## src/rtl/fxp_div_pkg.sv

```systemverilog
// fxp_div_pkg: shared types and constants for the fxp_div fixed-point divider.
// Latency: n/a (package only).
// Backpressure: n/a.
// Contents: FSM state enum, default-width iteration/saturation constants and a
// clog2 helper used to size the iteration counter.
package fxp_div_pkg;

   typedef enum logic [1:0] {
      IDLE = 2'd0,
      CALC = 2'd1,
      DONE = 2'd2
   } state_t;

   // Constants for the default Q8.8 configuration; the divider derives its own
   // width-generic equivalents from its parameters.
   localparam int DEF_DATA_WIDTH = 16;
   localparam int DEF_FRAC_BIT   = 8;
   localparam int ITER           = DEF_DATA_WIDTH + DEF_FRAC_BIT;
   localparam logic [DEF_DATA_WIDTH-1:0] SAT_MAX = 16'h7FFF;
   localparam logic [DEF_DATA_WIDTH-1:0] SAT_MIN = 16'h8000;

   // Smallest r with 2**r >= v.
   function automatic int clog2(input int v);
      int r;
      r = 0;
      for (int i = 0; i < 31; i++) begin
         if ((1 << i) < v) r = i + 1;
      end
      return r;
   endfunction

endpackage

```

## src/rtl/fxp_div_step.sv

```systemverilog
// fxp_div_step: one restoring-division step (shift in a dividend bit, trial subtract).
// Latency: combinational.
// Backpressure: none, pure function of its inputs.
// Ports: rem (partial remainder, always < dmag), din (next dividend bit, MSB first),
//        dmag (divisor magnitude), rem_nxt (updated remainder), qbit (quotient bit).
module fxp_div_step #(
   parameter int W = 17
) (
   input  logic [W-1:0] rem,
   input  logic         din,
   input  logic [W-1:0] dmag,
   output logic [W-1:0] rem_nxt,
   output logic         qbit
);

   logic [W+1:0] shifted;
   logic [W+1:0] diff;

   // Two spare top bits: one for the shifted-in position, one to catch the borrow.
   assign shifted = {1'b0, rem, din};
   assign diff    = shifted - {2'b00, dmag};
   assign qbit    = ~diff[W+1];

   // rem < dmag on entry, so either result fits back into W bits.
   assign rem_nxt = qbit ? diff[W-1:0] : shifted[W-1:0];

endmodule

```

## src/rtl/fxp_div.sv

```systemverilog
// fxp_div: sequential signed Q(DATA_WIDTH-FRAC_BIT).FRAC_BIT divider, quotient = (dividend << FRAC_BIT) / divisor.
// Latency: out_valid seen DATA_WIDTH+FRAC_BIT+1 edges after accept (+1 with FXP_DIV_ROUND_EN), 1 edge on divide-by-zero.
// Backpressure: result held in DONE until out_ready; in_ready is low from accept until the cycle after the output handshake.
// Ports: clk/reset (sync, active-high); in_valid/in_ready + dividend/divisor operands;
//        out_valid/out_ready + quotient, div_by_zero, saturated result.
// Optional: define FXP_DIV_ROUND_EN for round-half-away-from-zero via one extra guard-bit iteration.
module fxp_div
   import fxp_div_pkg::*;
#(
   parameter int DATA_WIDTH = 16,
   parameter int FRAC_BIT   = 8
) (
   input  logic                  clk,
   input  logic                  reset,
   input  logic                  in_valid,
   output logic                  in_ready,
   input  logic [DATA_WIDTH-1:0] dividend,
   input  logic [DATA_WIDTH-1:0] divisor,
   output logic                  out_valid,
   input  logic                  out_ready,
   output logic [DATA_WIDTH-1:0] quotient,
   output logic                  div_by_zero,
   output logic                  saturated
);

   localparam int N  = DATA_WIDTH + FRAC_BIT;
`ifdef FXP_DIV_ROUND_EN
   localparam int STEPS = N + 1;   // extra step produces the guard bit
`else
   localparam int STEPS = N;
`endif
   localparam int CW = clog2(STEPS + 1);
   localparam int RW = DATA_WIDTH + 1;   // magnitude width, holds 2**(DATA_WIDTH-1) exactly
   localparam int MW = N + 1;            // quotient magnitude width

   localparam logic [CW-1:0]         LAST   = CW'(STEPS - 1);
   localparam logic [DATA_WIDTH-1:0] QMAX   = {1'b0, {(DATA_WIDTH-1){1'b1}}};
   localparam logic [DATA_WIDTH-1:0] QMIN   = {1'b1, {(DATA_WIDTH-1){1'b0}}};
   localparam logic [MW-1:0]         POSLIM = {{(FRAC_BIT+2){1'b0}}, {(DATA_WIDTH-1){1'b1}}};
   localparam logic [MW-1:0]         NEGLIM = {{(FRAC_BIT+1){1'b0}}, 1'b1, {(DATA_WIDTH-1){1'b0}}};

   state_t            state, state_nxt;
   logic [CW-1:0]     cnt;
   logic              sign;
   logic [RW-1:0]     dmag;
   logic [N-1:0]      nshift;   // |dividend| << FRAC_BIT, consumed MSB first
   logic [RW-1:0]     rem;
   logic [STEPS-2:0]  qacc;     // quotient bits gathered so far

   logic [DATA_WIDTH-1:0] a_mag, b_mag_w;
   logic [RW-1:0]         b_mag;
   logic [N-1:0]          a_shift;
   logic                  b_zero;

   logic [RW-1:0]     step_rem;
   logic              step_q;
   logic [STEPS-1:0]  raw;
   logic [MW-1:0]     mag;
   logic [DATA_WIDTH-1:0] res_q;
   logic              res_sat;

   // Unsigned magnitudes: -2**(DATA_WIDTH-1) negates to itself, which read as
   // unsigned is exactly the right magnitude.
   assign a_mag   = dividend[DATA_WIDTH-1] ? -dividend : dividend;
   assign b_mag_w = divisor[DATA_WIDTH-1]  ? -divisor  : divisor;
   assign b_mag   = {1'b0, b_mag_w};
   assign a_shift = {a_mag, {FRAC_BIT{1'b0}}};
   assign b_zero  = (divisor == '0);

   fxp_div_step #(.W(RW)) u_step (
      .rem     (rem),
      .din     (nshift[N-1]),
      .dmag    (dmag),
      .rem_nxt (step_rem),
      .qbit    (step_q)
   );

   // Full quotient including the bit produced this cycle; only used on the last step.
   assign raw = {qacc, step_q};

`ifdef FXP_DIV_ROUND_EN
   assign mag = {1'b0, raw[STEPS-1:1]} + {{N{1'b0}}, raw[0]};
`else
   assign mag = {1'b0, raw};
`endif

   always_comb begin
      res_q   = '0;
      res_sat = 1'b0;
      if (!sign) begin
         if (mag > POSLIM) begin
            res_q   = QMAX;
            res_sat = 1'b1;
         end else begin
            res_q = mag[DATA_WIDTH-1:0];
         end
      end else begin
         if (mag > NEGLIM) begin
            res_q   = QMIN;
            res_sat = 1'b1;
         end else begin
            // mag == 0 negates to 0, so a zero result never carries a sign.
            res_q = -mag[DATA_WIDTH-1:0];
         end
      end
   end

   always_ff @(posedge clk) begin
      if (reset) state <= IDLE;
      else       state <= state_nxt;
   end

   always_comb begin
      state_nxt = state;
      in_ready  = 1'b0;
      out_valid = 1'b0;
      case (state)
         IDLE: begin
            in_ready = 1'b1;
            if (in_valid) state_nxt = b_zero ? DONE : CALC;
         end
         CALC: begin
            if (cnt == LAST) state_nxt = DONE;
         end
         DONE: begin
            out_valid = 1'b1;
            if (out_ready) state_nxt = IDLE;
         end
         default: state_nxt = IDLE;
      endcase
   end

   always_ff @(posedge clk) begin
      if (reset) begin
         cnt         <= '0;
         sign        <= 1'b0;
         dmag        <= '0;
         nshift      <= '0;
         rem         <= '0;
         qacc        <= '0;
         quotient    <= '0;
         div_by_zero <= 1'b0;
         saturated   <= 1'b0;
      end else begin
         case (state)
            IDLE: begin
               if (in_valid) begin
                  sign   <= dividend[DATA_WIDTH-1] ^ divisor[DATA_WIDTH-1];
                  dmag   <= b_mag;
                  nshift <= a_shift;
                  rem    <= '0;
                  qacc   <= '0;
                  cnt    <= '0;
                  if (b_zero) begin
                     quotient    <= dividend[DATA_WIDTH-1] ? QMIN : QMAX;
                     div_by_zero <= 1'b1;
                     saturated   <= 1'b1;
                  end
               end
            end
            CALC: begin
               rem    <= step_rem;
               nshift <= {nshift[N-2:0], 1'b0};
               qacc   <= raw[STEPS-2:0];
               cnt    <= cnt + CW'(1);
               if (cnt == LAST) begin
                  quotient    <= res_q;
                  saturated   <= res_sat;
                  div_by_zero <= 1'b0;
               end
            end
            default: ;
         endcase
      end
   end

endmodule

```

## config.mk

```make
export PLATFORM = sky130hd
export DESIGN_NAME = fxp_div
export DESIGN_NICKNAME = d
export VERILOG_FILES = /design/src/rtl/fxp_div_pkg.sv /design/src/rtl/fxp_div_step.sv /design/src/rtl/fxp_div.sv
export SDC_FILE = /design/constraint.sdc
export NUM_CORES = 1
export LEC_CHECK = 0
export CORE_ASPECT_RATIO = 0.7
export CORE_MARGIN = 2
export CORE_UTILIZATION = 58
export CTS_CLUSTER_DIAMETER = 100
export DETAILED_ROUTE_END_ITERATION = 12
export HOLD_SLACK_MARGIN = 0.08
export PLACE_DENSITY = 0.81
export SLEW_MARGIN = 20
export SYNTH_ARGS = -nofsm -noshare
export SYNTH_HDL_FRONTEND = slang
export SYNTH_SLANG_ARGS = --single-unit
```

## constraint.sdc

```tcl
create_clock -name clk -period 3.6 [get_ports clk]
set_input_delay 0.72 -clock clk [delete_from_list [all_inputs] [get_ports clk]]
set_output_delay 0.72 -clock clk [all_outputs]
set_load 0.1 [all_outputs]
```

==> metrics.txt, run 1 <==
status=completed; Max VDD drop=0.294 mV; layout cells sized above 1=roughly 6.8%; FF+latch count, synth=98; DP Worst Slack=0.209 ns; reg2reg setup slack=0.30 ns; number of enable flip-flop cells after synthesis=0; Root Driver=clkbuf_16; Mapped Area=5880 sq um; pwr dens=546 nW/um^2; Starting Density=60.3%; largest net degree at the start of global routing=56; Sum Neg Setup Slack=0 ns; Most used DFF post-synth=dfxtp_1; Final nets=between 800 and 900; Max Transition Viols Final=0; I/O Buffers=55; via count of the routed design=5,826; register area share after synthesis=33.4%; Clock Pin Slew Worst Setup and Hold Paths=0.07 ns; Post-DRT Antenna Nets=0; Via-to-Cell Ratio=approximately 6.3; average size of a mapped cell=7.81 sq um; crit path cell chain=inv_1 -> ha_1 -> fa_1 -> nor2b_1 -> o31a_1 -> o31a_1 -> o211ai_2 -> nand2_2 -> inv_1 -> ha_1 -> nand4b_1 -> nor3_1 -> nand2_1 -> a21oi_1 -> a21oi_1 -> a22o_1; Overflow after GRT=0; Final Cycle Share=91.8%; worst skew pair latency=0.35 ns; hpwl dp=about 11,000 microns; Leak=0.00246 uW; DR WL/cell=17.2 microns; Starting DRT DRC Count=542; HP Class=reg -> reg; Placement Rows=30; Critical Path Max Stage Delay=0.37 ns; number of remaining DRC errors=0; max-cap viol count=0; vias in the first global route=5,352; Worst-Margin Slew=0.987 ns; CTS max path bufs=2; Final min period=about 3.3 ns; die footprint=11,000 sq um; io pins=56; post-synthesis async set-or-reset flop share=0%; Max Fclk=about 300 MHz; CTS tree=done; initial antenna violation count=0; RePlAce Congestion=0.916; sequential cell area=1960 sq um; Die X=124 microns; Max transition margin=34.0%; gr usage total=between 20 and 30%; delay-heaviest family, CP=compound AO/OA/AOI/OAI gates; crit path max fanout=4; Hold Buf Count CTS=0; die height=approximately 90 microns; CP Class=reg -> reg; Mapped Cells=around 750; H-tree Lvls=3; Worst EP arrival=3.55 ns; global-route wire length before repair=between 20,000 and 30,000 microns; CTS buffer count=9; CP max-delay cell=nor3_1; area of the multi-input gates=roughly 3500 sq um; CP Data Required Time=3.85 ns; final hold violation count=0; unique cell type count in the Yosys netlist=63; core area=9760 sq um; DR pass1 iterations=7; fillers=824; Worst Slack Setup Final=0.296 ns; Final setup viols=0; WP buf/inv=2; RSZ-0062 raised after global routing=false; diode count=0; Post-Syn Nets=810; Ys Warns=0; Area Overhead vs Synth=15.2%; final wirelength=15,800 microns; critical path capture point type=flip-flop; Worst Clk Skew=0.00774 ns; Startpoint Class=flip-flop; clock tree sinks=98
[kinds of logic after synthesis]
kind of cell,synth area share [%]
and+or+nand+nor,22.7
AOI/OAI and AO/OA,27.3
DFF,33.4
buffers and inverters,6.47
xor gates and xnor gates,4.91
adders and majority gates,4.60
muxes,0.681
[where the power goes]
group	switching (uW)	internal, uW
clock network	455	551
registers	58.3	1160
logic	895	580
[worst register-to-register path: stages, from the launching register on]
cell and delay, ns:
dfxtp_1 0.32, inv_1 0.07, ha_1 0.18, fa_1 0.24, nor2b_1 0.08, o31a_1 0.30, o31a_1 0.28, o211ai_2 0.18
nand2_2 0.08, inv_1 0.09, ha_1 0.21, nand4b_1 0.24, nor3_1 0.37, nand2_1 0.12, a21oi_1 0.18, a21oi_1 0.06
a22o_1 0.20
[worst paths after layout]
kind               start           end  cells after the start
max           nshift[23]  quotient[12]                     16
min          quotient[1]   quotient[1]                      2
max reg2reg   nshift[23]  quotient[12]                     16
min reg2reg  quotient[1]   quotient[1]                      2
[sequential cells by signal, summed over array words and instances (netlist names)]
| name | cells |
|---|---|
| state | 2 |
| rem | 17 |
| sign | 1 |
| cnt | 5 |
| quotient | 16 |
| div_by_zero | 1 |
| dmag | 16 |
| saturated | 1 |
| qacc | 23 |
| nshift | 16 |
[metal layers]
layer | part of all wire, % | wire length (microns) | vias to the layer above | global-route usage [%]
li1 | - | - | 2820 | -
met5 | 0 | 0 | - | 0
met1 | 46 | 7260 | 2766 | 38.2
met4 | 1.3 | 203 | 0 | 8.27
met3 | 7.0 | 1110 | 23 | 6.05
met2 | 46 | 7240 | 217 | 46.4
[synthesized netlist by cell type (9+ instances only)]
cell type | number | area [sq um]
inv_1 | 32 | 120
o31ai_1 | 9 | 67.6
nand2_1 | 79 | 297
ha_1 | 20 | 250
nor2_1 | 65 | 244
dfxtp_1 | 98 | 1960
a22oi_1 | 13 | 97.6
xor2_1 | 16 | 140
o21ai_0 | 37 | 185
nand3_1 | 45 | 225
clkbuf_1 | 34 | 128
nor3_1 | 24 | 120
a21oi_1 | 79 | 395
xnor2_1 | 17 | 149
a211oi_1 | 27 | 203
[stage by stage]
step / utilization [%] / instance area (sq um) / total power [uW] / hold WS [ns] / std cells
detailed placement: 66.2 / 6460 / 2650 / 0.450 / 904
global placement: 66.2 / 6460 / 2600 / 0.453 / 904
CTS: 69.4 / 6770 / 3660 / 0.466 / 920
finish: 69.4 / 6770 / 3700 / 0.471 / 920
global route: 69.4 / 6770 / 3880 / 0.499 / 920
floorplan: - / 5880 / 2260 / 0.441 / 753
[layout by cell type (no fill, tap or decap), types with 7 or more instances in the layout]
cell / instances
inv_1: 32
o21ai_0: 37
a21oi_1: 79
buf_4: 17
a31oi_1: 8
a22o_1: 8
a22oi_1: 13
ha_1: 20
nor4_1: 7
xnor2_1: 17
clkbuf_16: 9
a21o_1: 7
clkdlybuf4s50_1: 52
dfxtp_1: 98
nand3_1: 45
nand2b_1: 8
nor3_1: 24
nor2b_1: 7
nor2_1: 65
or3_1: 7
a211oi_1: 27
xor2_1: 16
o31ai_1: 9
a32oi_1: 7
nand2_1: 79
[final cells by class]
class / instances / area share (%)
tap: 128 / 2.36
clock inverter: 7 / 1.24
sequential: 98 / 29.0
timing repair buffer: 71 / 9.94
multi-input combinational: 575 / 52.4
clock buffer: 9 / 3.33
inverter: 32 / 1.77
[what timing repair did]
action	CTS	global route
resized for setup	0	1
endpoints found under the setup margin	0	3
setup buffers	0	0
Power figures use the tool's default switching activity.
==> inputs of run 2 (changes only) <==
--- a/config.mk
+++ b/config.mk
@@ -7,12 +7,12 @@
 export LEC_CHECK = 0
 export CORE_ASPECT_RATIO = 0.7
 export CORE_MARGIN = 2
-export CORE_UTILIZATION = 58
+export CORE_UTILIZATION = 25
 export CTS_CLUSTER_DIAMETER = 100
 export DETAILED_ROUTE_END_ITERATION = 12
 export HOLD_SLACK_MARGIN = 0.08
-export PLACE_DENSITY = 0.81
 export SLEW_MARGIN = 20
 export SYNTH_ARGS = -nofsm -noshare
 export SYNTH_HDL_FRONTEND = slang
 export SYNTH_SLANG_ARGS = --single-unit
+export TNS_END_PERCENT = 30
==> run 2 against run 1 <==
Combinational power hardly changed. Highest routed layer unchanged. Global-route usage down 15 points. Cell count increased by 20%. Sequential share of layout area shrank 1.1 points. Critical path depth is 1 lower. Sequential cell count unchanged. Worst hold slack got worse by 0.0090 ns. Critical endpoint is now quotient[10]. Utilization shrank 39 points.
==> metrics.txt, run 2 (same netlist as run 1, synthesis figures left out) <==
die height=132 microns; Placement Rows=46; Top reg by flops=qacc; DP Worst Slack=0.303 ns; worst skew pair latency=0.37 ns; Worst-Margin Slew=0.987 ns; Overflow after GRT=0; fillers=2,449; crit path max fanout=4; Worst Slack Setup Final=between 0.3 and 0.4 ns; RSZ-0062 raised after global routing=false; pwr dens=523 nW/um^2; Startpoint Class=flip-flop; CTS max path bufs=2; global-route wire length before repair=around 28,000 microns; delay-heaviest family, CP=compound AO/OA/AOI/OAI gates; initial antenna violation count=0; Sum Neg Setup Slack=0 ns; vias in the first global route=5,123; clock tree sinks=98; Starting Density=25.7%; DR WL/cell=15.3 microns; Int Pwr=2230 uW; Die X=187 microns; Starting DRT DRC Count=513; Worst Clk Skew=0.0152 ns; max-cap viol count=0; diode count=0; critical path capture point type=flip-flop; CP Class=reg -> reg; Clock Pin Slew Worst Setup and Hold Paths=0.08 ns; Final nets=848; clock network power share=between 20% and 30%; final wirelength=about 17,000 microns; Post-DRT Antenna Nets=0; HP Class=reg -> reg; sequential cell area=1960 sq um; Via-to-Cell Ratio=5.10; Area Overhead vs Synth=19.5%; Max Fclk=approximately 310 MHz; final hold violation count=0; Final min period=between 3 and 4 ns; area of the multi-input gates=3550 sq um; Worst EP arrival=3.46 ns; io pins=between 50 and 60; WHS=0.462 ns; CP Data Required Time=3.85 ns; sequential power share=33.0%; hpwl dp=12,100 microns; Largest regs=qacc: 23 flops, rem: 17 flops; H-tree Lvls=3; CTS tree=done; CP max-delay cell=ha_1; die footprint=between 20,000 and 25,000 sq um; Root Driver=clkbuf_16; Max VDD drop=0.283 mV; via count of the routed design=around 5,600; most frequent cells in the layout=98 x dfxtp_1, 79 x nand2_1, 79 x a21oi_1, 65 x nor2_1, 52 x clkdlybuf4s50_1; Critical Path Max Stage Delay=around 0.34 ns; WP buf/inv=2; Max Transition Viols Final=0; Logic pwr share=just under 40%; status=completed; Final Cycle Share=around nine tenths; Total Power=3670 uW; post-CTS sizing=0; RePlAce Congestion=0.849; placed inst area=6720 sq um; Leak=0.00248 uW; Final setup viols=0; CTS buffer count=9; post-CTS setup buffers=0; fin area=approximately 7000 sq um; DR pass1 iterations=5; reg2reg start=dmag[2]; crit path cell chain=inv_1 -> ha_1 -> nor2b_1 -> o31a_1 -> o31a_1 -> o211ai_2 -> nand2_2 -> inv_1 -> ha_1 -> nand4b_1 -> nor3_1 -> nand2_1 -> a21oi_1 -> a31oi_1 -> a22o_1; gr usage total=13.6%; Switching Fraction=39.4%; core area=approximately 23,000 sq um; largest net degree at the start of global routing=57; min-delay src=quotient[1]; Hold Buf Count CTS=0; I/O Buffers=55; commonest non-fill, non-tap cell in the layout=dfxtp_1; Max transition margin=between 30% and 40%; number of remaining DRC errors=0; layout cells sized above 1=under 10%; max reg flops=23; CP startpoint=dmag[2]; P_sw=around 1400 uW
==> run 2: power groups by stage <==
| stage | Combinational (uW) | Clock, uW | Sequential, uW |
|---|---|---|---|
| final | 1450 | 1010 | 1210 |
| after floorplan | 1040 | 0 | 1220 |
| after detailed placement | 1420 | 0 | 1240 |
| after global routing | 1600 | 1060 | 1220 |
| after global placement | 1410 | 0 | 1230 |
| after CTS | 1430 | 1020 | 1210 |
==> run 2: final cells by class <==
type	count	area share, %
inverters	32	1.71
clock buffers	9	3.20
repair buffers	75	10.0
clock inverters	7	1.16
multi-input cells	575	50.5
flip-flops and latches	98	27.9
well taps	312	5.55
==> run 2: per-layer routing <==
layer	share of wire (%)	wire length [microns]	global-route usage, %
met3	4.9	828	2.93
met1	53	8930	20.4
met2	42	7060	19.8
met5	0	0	0
met4	0.80	136	2.73
==> run 2: metrics by stage <==
step                      std cells  util, %
after global routing           1108     30.8
after detailed placement       1092     29.4
after CTS                      1108     30.8
final                          1108     30.8
after global placement         1092     29.4
after floorplan                 753        -
==> run 2: final timing paths <==
path                  end  slack (ns)  depth (start not counted)
max          quotient[10]        0.39                         15
min           quotient[1]        0.46                          2
max reg2reg  quotient[10]        0.39                         15
min reg2reg   quotient[1]        0.46                          2
==> run 2: worst register-to-register path, delay by kind of cell (launching register included) <==
| kind | cells | cell delay (ns) |
|---|---|---|
| AO/OA/AOI/OAI | 6 | 1.18 |
| adder cells (fa/ha/maj) | 2 | 0.55 |
| buffers and inverters | 2 | 0.12 |
| flip-flops | 1 | 0.31 |
| AND/OR/NAND/NOR | 5 | 0.92 |
